**src/rtl/move_enumerator.sv**
```systemverilog
// move_enumerator: serialises a 64-bit legal-move bitboard into square
// indices, lowest square first, one beat per cycle under valid/ready.
// An empty board yields a single pass beat (EMIT_PASS=1) or an out_empty
// pulse (EMIT_PASS=0).
// Optional build macro MOVE_ENUM_COUNT_EN adds out_count (moves on the
// board) and out_index (ordinal of the current beat).

// next_bit_pos: registered count-trailing-zeros stage. pos is the index of
// the lowest set bit of the board presented one clock earlier (0 for 0).
module next_bit_pos (
  input  logic        clock,
  input  logic        rstn,
  input  logic [63:0] board,
  output logic [5:0]  pos
);

  function automatic logic [5:0] ctz64(input logic [63:0] b);
    logic [5:0] p;
    p = 6'd0;
    for (int i = 63; i >= 0; i--) begin
      if (b[i]) begin
        p = i[5:0];
      end else begin
        p = p;
      end
    end
    return p;
  endfunction

  // Register the lowest set-bit index of the incoming board.
  always_ff @(posedge clock or negedge rstn) begin
    if (!rstn) begin
      pos <= 6'd0;
    end else begin
      pos <= ctz64(board);
    end
  end

endmodule

module move_enumerator #(
  parameter bit EMIT_PASS = 1'b1
) (
  input  logic        clock,
  input  logic        rstn,
  input  logic        in_valid,
  output logic        in_ready,
  input  logic [63:0] in_moves,
  input  logic        abort,
  output logic        out_valid,
  input  logic        out_ready,
  output logic [5:0]  out_pos,
  output logic        out_pass,
  output logic        out_last,
  output logic        out_empty
`ifdef MOVE_ENUM_COUNT_EN
  ,
  output logic [6:0]  out_count,
  output logic [5:0]  out_index
`endif
);

  typedef enum logic [0:0] {
    ST_IDLE = 1'b0,
    ST_EMIT = 1'b1
  } state_t;

  state_t      state_r;
  state_t      state_next_s;
  logic [63:0] cur_r;
  logic [63:0] cur_next_s;
  logic        pass_r;
  logic        pass_next_s;
  logic        empty_r;
  logic        empty_next_s;
  logic        in_hs_s;
  logic        out_hs_s;
  logic        emit_s;
  logic        last_s;
  logic [63:0] cur_rest_s;

  // The ctz stage sees cur's D-input, so its output tracks ctz(cur) with no bubble.
  next_bit_pos u_next_bit_pos (
    .clock (clock),
    .rstn  (rstn),
    .board (cur_next_s),
    .pos   (out_pos)
  );

  assign emit_s     = (state_r == ST_EMIT);
  assign cur_rest_s = cur_r & (cur_r - 64'd1);
  assign last_s     = (cur_rest_s == 64'd0);
  assign in_ready   = (state_r == ST_IDLE);
  assign out_valid  = emit_s;
  assign out_pass   = pass_r;
  assign out_last   = emit_s & last_s;
  assign out_empty  = empty_r;
  assign in_hs_s    = in_valid & in_ready;
  assign out_hs_s   = out_valid & out_ready;

  // Next-state logic: accept a board in IDLE, peel off the lowest move per handshake in EMIT.
  always_comb begin
    state_next_s = state_r;
    cur_next_s   = cur_r;
    pass_next_s  = pass_r;
    empty_next_s = 1'b0;
    case (state_r)
      ST_IDLE: begin
        if (in_hs_s) begin
          if (in_moves != 64'd0) begin
            cur_next_s   = in_moves;
            pass_next_s  = 1'b0;
            state_next_s = ST_EMIT;
          end else if (EMIT_PASS) begin
            cur_next_s   = 64'd0;
            pass_next_s  = 1'b1;
            state_next_s = ST_EMIT;
          end else begin
            empty_next_s = 1'b1;
          end
        end else begin
          state_next_s = ST_IDLE;
        end
      end
      ST_EMIT: begin
        if (abort) begin
          // A beat handshaken this cycle is still delivered; the rest is dropped.
          cur_next_s   = 64'd0;
          pass_next_s  = 1'b0;
          state_next_s = ST_IDLE;
        end else if (out_hs_s) begin
          if (last_s) begin
            cur_next_s   = 64'd0;
            pass_next_s  = 1'b0;
            state_next_s = ST_IDLE;
          end else begin
            cur_next_s = cur_rest_s;
          end
        end else begin
          // Backpressure: everything holds so outputs stay stable.
          cur_next_s = cur_r;
        end
      end
      default: begin
        cur_next_s   = 64'd0;
        pass_next_s  = 1'b0;
        state_next_s = ST_IDLE;
      end
    endcase
  end

  // State, remaining-move and flag registers.
  always_ff @(posedge clock or negedge rstn) begin
    if (!rstn) begin
      state_r <= ST_IDLE;
      cur_r   <= 64'd0;
      pass_r  <= 1'b0;
      empty_r <= 1'b0;
    end else begin
      state_r <= state_next_s;
      cur_r   <= cur_next_s;
      pass_r  <= pass_next_s;
      empty_r <= empty_next_s;
    end
  end

`ifdef MOVE_ENUM_COUNT_EN
  function automatic logic [6:0] popcnt64(input logic [63:0] b);
    logic [6:0] n;
    n = 7'd0;
    for (int i = 0; i < 64; i++) begin
      n = n + {6'd0, b[i]};
    end
    return n;
  endfunction

  logic [6:0] count_r;
  logic [5:0] index_r;

  assign out_count = count_r;
  assign out_index = index_r;

  // Latch the move count at accept and step the beat ordinal on each handshake.
  always_ff @(posedge clock or negedge rstn) begin
    if (!rstn) begin
      count_r <= 7'd0;
      index_r <= 6'd0;
    end else if (in_hs_s) begin
      count_r <= popcnt64(in_moves);
      index_r <= 6'd0;
    end else if (out_hs_s) begin
      count_r <= count_r;
      index_r <= index_r + 6'd1;
    end else begin
      count_r <= count_r;
      index_r <= index_r;
    end
  end
`endif

endmodule
```
**config.mk**
```make
export PLATFORM = sky130hd
export DESIGN_NAME = move_enumerator
export DESIGN_NICKNAME = d
export VERILOG_FILES = /design/src/rtl/move_enumerator.sv
export SDC_FILE = /design/constraint.sdc
export NUM_CORES = 1
export LEC_CHECK = 0
export BUFFER_PORTS_ARGS = -buffer_cell sky130_fd_sc_hd__buf_2
export CORE_MARGIN = 5
export CORE_UTILIZATION = 40
export CTS_CLUSTER_SIZE = 8
export DETAILED_ROUTE_END_ITERATION = 10
export PLACE_DENSITY_LB_ADDON = 0.25
export SLEW_MARGIN = 20
export SYNTH_ARGS = -nofsm -noshare
export SYNTH_HDL_FRONTEND = slang
export SYNTH_SLANG_ARGS = --single-unit
```
**constraint.sdc**
```tcl
create_clock -name clock -period 4.6 [get_ports clock]
set_clock_uncertainty 0.05 [all_clocks]
set_input_delay 0.92 -clock clock [delete_from_list [all_inputs] [get_ports clock]]
set_output_delay 0.92 -clock clock [all_outputs]
set_load 0.005 [all_outputs]
```
Word level (Yosys, flattened, before mapping)
Index checks and enable logic that the tools add are counted.
- word-level logic and storage cells: 97
- output and inout port bits: 11
- flip-flop bits (word level): 72
- mux-type cells: 81
- add/subtract/negate cells: 1
- reductions and logical operators: 3
- eq/ne operators: 3
- bitwise logic cells: 5
- operators with widths (kind ; count):
    2-to-1 mux 6 bit ; 64
    2-to-1 mux 64 bit ; 5
    one-hot mux 64 bit (2 select lines) ; 1
    bitwise AND 64 bit ; 1
    zero test 64 bit ; 1
    nonzero test 64 bit ; 1
    subtractor 64 x 1 -> 64 bit, second input constant ; 1
    2-to-1 mux 1 bit ; 9
    inequality test 3 x 2 -> 1 bit, second input constant ; 2
    one-hot mux 1 bit (2 select lines) ; 2
    bitwise AND 1 bit ; 3
    AND reduction 3 bit ; 1
    inequality test 2 x 1 -> 1 bit, second input constant ; 1
    inverter 1 bit ; 1

Longest topological paths before layout
- depth in word-level cells: 71
- mapped depth: 17
- mapped depth without buffers: 14

By module
From an unflattened synthesis, not the netlist that was laid out.
- cell total of the unflattened synthesis: 684
- area total of the unflattened synthesis: 5580.4 um2
- by module, submodules not included (module ; cells an instance ; times used ; area each (um2) ; seq. area each (um2)):
    move_enumerator ; 528 ; 1 ; 4610.7 ; 1651.6
    next_bit_pos ; 156 ; 1 ; 969.7 ; 150.1

Least setup slack after synthesis
No wires, ideal clock.
- kind: register -> register
- start point: register cur_r[51]
- end point: register u_next_bit_pos.pos[3]
- buffers on the path: 0
- period minus slack after synthesis: 4352 ps
- slack: 248 ps
- arrival time: 4179 ps
- cell stages (with the launch flop): 14
- path through: dfrtp_1 -> or3_4 -> or4_4 -> or4_1 -> or4_1 -> a221o_1 -> nor4_4 -> nand4_4 -> o21ai_4 -> nor2_2 -> or4_4 -> a211o_1 -> a21oi_1 -> o21bai_1
- word-level cells in the longest chain between the ends: 71
- RTL lines (item ; RTL line ; text):
    from (decl) ; 70 ; logic [63:0] cur_r;
    from (signal assigned) ; 161 ; cur_r <= cur_next_s;
    subtractor 64 x 1 -> 64 bit ; 91 ; assign cur_rest_s = cur_r & (cur_r - 64'd1);
    bitwise AND 64 bit ; 91 ;
    zero test 64 bit ; 92 ; assign last_s = (cur_rest_s == 64'd0);
    2-to-1 mux 64 bit ; 132 ; if (last_s) begin
    2-to-1 mux 64 bit ; 131 ; end else if (out_hs_s) begin
    2-to-1 mux 64 bit ; 126 ; if (abort) begin
    one-hot mux 64 bit (2 select lines) (*) ; 107 ; case (state_r)
    2-to-1 mux 6 bit (63 in a row) ; 21 ; if (b[i]) begin
    2-to-1 mux 6 bit (*) ; 21 ;
    to (signal assigned) ; 35 ; pos <= ctz64(board);
    to (decl) ; 14 ; output logic [5:0] pos
Every way passes the cells marked *; elsewhere a longest branch is shown, timed or not.
A chain may end at the register's enable or synchronous reset.

Worst setup path in the final report
- start point: register cur_r[47]
- end point: output out_last
- word-level cells in the longest chain between the ends: 4
- RTL lines (item ; RTL line ; text):
    subtractor 64 x 1 -> 64 bit ; 91 ;
    bitwise AND 64 bit (*) ; 91 ;
    zero test 64 bit (*) ; 92 ;
    bitwise AND 1 bit (*) ; 96 ; assign out_last = emit_s & last_s;
    to (decl) ; 54 ; output logic out_last,
Marks and branches as above.

==> impl_metrics.ini <==
[status]
outcome = complete, but fails checks
violations = setup timing

[power]
p_seq_share_pct = 25.0
pwr-share-clk_pct = 22.8
ir_drop_mv = 0.289
power_leakage_nw = 3.63
power.switching_mw = 1.45
power_frac_comb_pct = 52.3
power_density_nw_per_um2 = 432
p_sw_share_pct = 41.8
internal-power_mw = 2.02

[worst_setup_path]
criticalPathCategory = flip-flop to output pin
r2r_cells = 14
crit_end = out_last
startpoint = cur_r[47]$_DFF_PN0_
start_kind = flip-flop
end_kind = output pin
worstPathArrival_ns = 3.79
r2r_start = cur_r[47]$_DFF_PN0_
path_cells = or4_4 -> or4_4 -> or4_4 -> or4_4 -> a221o_1 -> nor4_4 -> nand4_4 -> buf_6 -> nor3_4 -> buf_2
cp_slowest_stage_delay_ns = 0.54
crit_top_cell = or4_4
crit_slowest_cell = or4_4
critical_path.max_fanout = 5
required_ns = 3.63
r2r_slack_ns = -0.13
r2r-end = u_next_bit_pos.pos[0]$_DFF_PN0_

[timing]
max-slew-margin-rel_pct = 35.6
holdWs_ns = 0.483
hold_viol_final = 0
finalCriticalPeriod_ns = 4.76
fin_ws_ns = -0.158
final_max_slew_viol_count = 0
tightestPinTransition_ns = 0.966
setup_viol = 5
period_share_pct = 103
fmax_mhz = 210
rsz0062_at_grt = yes

[clocking]
tritoncts = built
clock_latency_ns = 0.35
cts_max_path_buffers = 2
cts_sinks = 72
numCtsBuffers = 9
cts-root-buf = clkbuf_16
clk_pin_slew_worst_paths_ns = 0.06
h-tree-depth = 3

[global_routing]
grtUsageMet3_pct = 7.42
met1_usage_pct = 47.9
antenna_found_initial = 2
grt_pass1_vias = 6893
overflow = 0
grt_usage_pct = 33.2
met2_usage_pct = 49.7
grt_first_pass_wirelength_um = 41400
busiest_layer = met2
grt_max_degree = 73

[drt]
wl_per_cell_um = 24.8
drt-total-wl_um = 27100
drc = 0
via_per_inst = 6.42
via_count = 7024
first_pass_iters = 5
ant_nets = 0
drtIter0Drc = 886

[synthesis]
synthFlopType = dfrtp_1
synthArstFlopShare_pct = 100
synthTopCellsByArea = dfrtp_1 32%, mux2i_1 5.2%, nand2_1 4.1%
syn_area_um2 = 5590
ys_types = 79
syn_nets = 749
synthTopCellsByCount = 72 x dfrtp_1, 61 x nand2_1, 57 x nor2_1, 37 x o21ai_0, 31 x inv_1
synth_cells = 680
synth-seq-cells = 72
yosysMostFrequentCell = dfrtp_1
synth-seq-area-share_pct = 32.2
synth.largest_area_cell = dfrtp_1
ys_warn_count = 0
synth_top_area_share_pct = 32.2
syn_area_per_cell_um2 = 8.22
synth_edf_count = 0

[finish]
fin_nets = 978
finalInstanceArea_um2 = 8020
syn_to_final_growth_pct = 43.6
insertedDiodeCount = 0
drive_gt1_share_pct = 38.0

[placement]
dp_hpwl_um = 21400
port_buffers = 78
place_congestion = 1.04
postPlaceCellArea_um2 = 7350

[die]
start_util_pct = 40.6
core_area_um2 = 13800
die_area_um2 = 16400
io_pins = 80
die_h_um = 128
fp-row-count = 43
die_x_um = 128

[min_path]
hold_class = flip-flop to flip-flop

[flow_run]
cap_violations = 0
what timing repair did:
item	in CTS	in global routing
hold endpoints to repair	0	0
gates cloned	0	0
setup endpoints to repair	7	7
setup buffers	5	2
pin swaps	20	14
hold buffers	0	0
gates resized for setup	32	33
flip-flops by register name, summed over array words and instances, names as in the netlist:
| signal | cells |
|---|---|
| out_pass | 1 |
| cur_r | 64 |
| u_next_bit_pos.pos | 6 |
| out_valid | 1 |
cells by family (layout without fill, tap and decap cells):
logic type                 count (synthesis)  after routing  share of synthesized area (%)
adders and majority gates                  1              1                          0.179
other                                      1              1                         0.0671
AOI/OAI and AO/OA                        235            235                           30.4
DFF                                       72             72                           32.2
muxes                                     31             31                           5.60
and+or+nand+nor                          276            276                           27.0
buffers and inverters                     64            298                           4.43
final cells by class:
type	count	area (um2)
clock buffer	10	229
multi-input combinational	544	3850
timing repair buffer	251	1710
sequential	72	1800
inverter	31	116
clock inverter	6	92.6
fill	1325	5750
tap	180	225
per-stage QoR:
stage | setup WS [ns] | total power, mW | cells | TNS (ns) | utilization (%)
after floorplan | 0.248 | 1.68 | 680 | 0 | -
after global placement | -0.473 | 2.51 | 1074 | -2.68 | 53.4
after detailed placement | -0.524 | 2.52 | 1074 | -2.64 | 53.4
after CTS | -0.303 | 3.37 | 1093 | -1.40 | 57.2
after global routing | -0.284 | 3.64 | 1094 | -1.38 | 58.3
final | -0.158 | 3.47 | 1094 | -0.348 | 58.3
per-layer routing:
| metal | part of all wire [%] | vias up |
|---|---|---|
| met5 | 0.096 | - |
| met4 | 2.5 | 4 |
| met3 | 10 | 46 |
| met2 | 44 | 420 |
| met1 | 43 | 3428 |
| li1 | - | 3126 |
worst min-delay path by stage:
| stage | start | end | slack, ns | cells after the start |
|---|---|---|---|---|
| 5_1_grt | out_pass$_DFFE_PN0P_ | out_pass$_DFFE_PN0P_ | 0.50 | 1 |
| 3_3_place_gp | out_pass$_DFFE_PN0P_ | out_pass$_DFFE_PN0P_ | 0.43 | 1 |
| 6_report | out_pass$_DFFE_PN0P_ | out_pass$_DFFE_PN0P_ | 0.48 | 1 |
| 4_1_cts | out_pass$_DFFE_PN0P_ | out_pass$_DFFE_PN0P_ | 0.48 | 1 |
| 2_1_floorplan | out_pass$_DFFE_PN0P_ | out_pass$_DFFE_PN0P_ | 0.42 | 1 |
| 3_5_place_dp | out_pass$_DFFE_PN0P_ | out_pass$_DFFE_PN0P_ | 0.46 | 1 |
power groups by stage:
stage | combinational (mW) | clock, mW | sequential (mW)
after global routing | 1.94 | 0.827 | 0.882
final | 1.81 | 0.790 | 0.866
after floorplan | 0.783 | 0 | 0.892
after global placement | 1.64 | 0 | 0.867
after CTS | 1.71 | 0.794 | 0.860
after detailed placement | 1.65 | 0 | 0.867
placed cells by master, fill, tap and decap left out, types with 4 or more instances in the layout:
cell type  instances
nor2_1            55
a21oi_1           25
nor4_1            24
nand4_1            9
inv_1             31
or3_1             12
o21ai_0           32
o21ai_1            6
or3_4              5
mux2i_1           29
dfrtp_1           72
a22oi_1           22
nor3_1            17
nand2b_1          10
nor4_2             4
o21a_1            14
o311ai_0           4
a22o_1             7
nand3_1           15
o41ai_2            4
or2_2             13
clkbuf_16          9
nand2_1           61
a31oi_1           13
a221o_1            4
or4_4             11
a21o_1             5
buf_2             77
buf_4            169
o211ai_1          13
o22ai_1           11
o31ai_1           11
or4_1             11
a211o_1            4
buf_6              5
worst max-delay path: cells and delay by family, from the launching register on:
| family | cells | cell delay (ns) |
|---|---|---|
| AOI/OAI and AO/OA | 1 | 0.34 |
| buffers and inverters | 2 | 0.31 |
| DFF | 1 | 0.38 |
| and+or+nand+nor | 7 | 2.42 |
(Power assumes the default switching activity.)
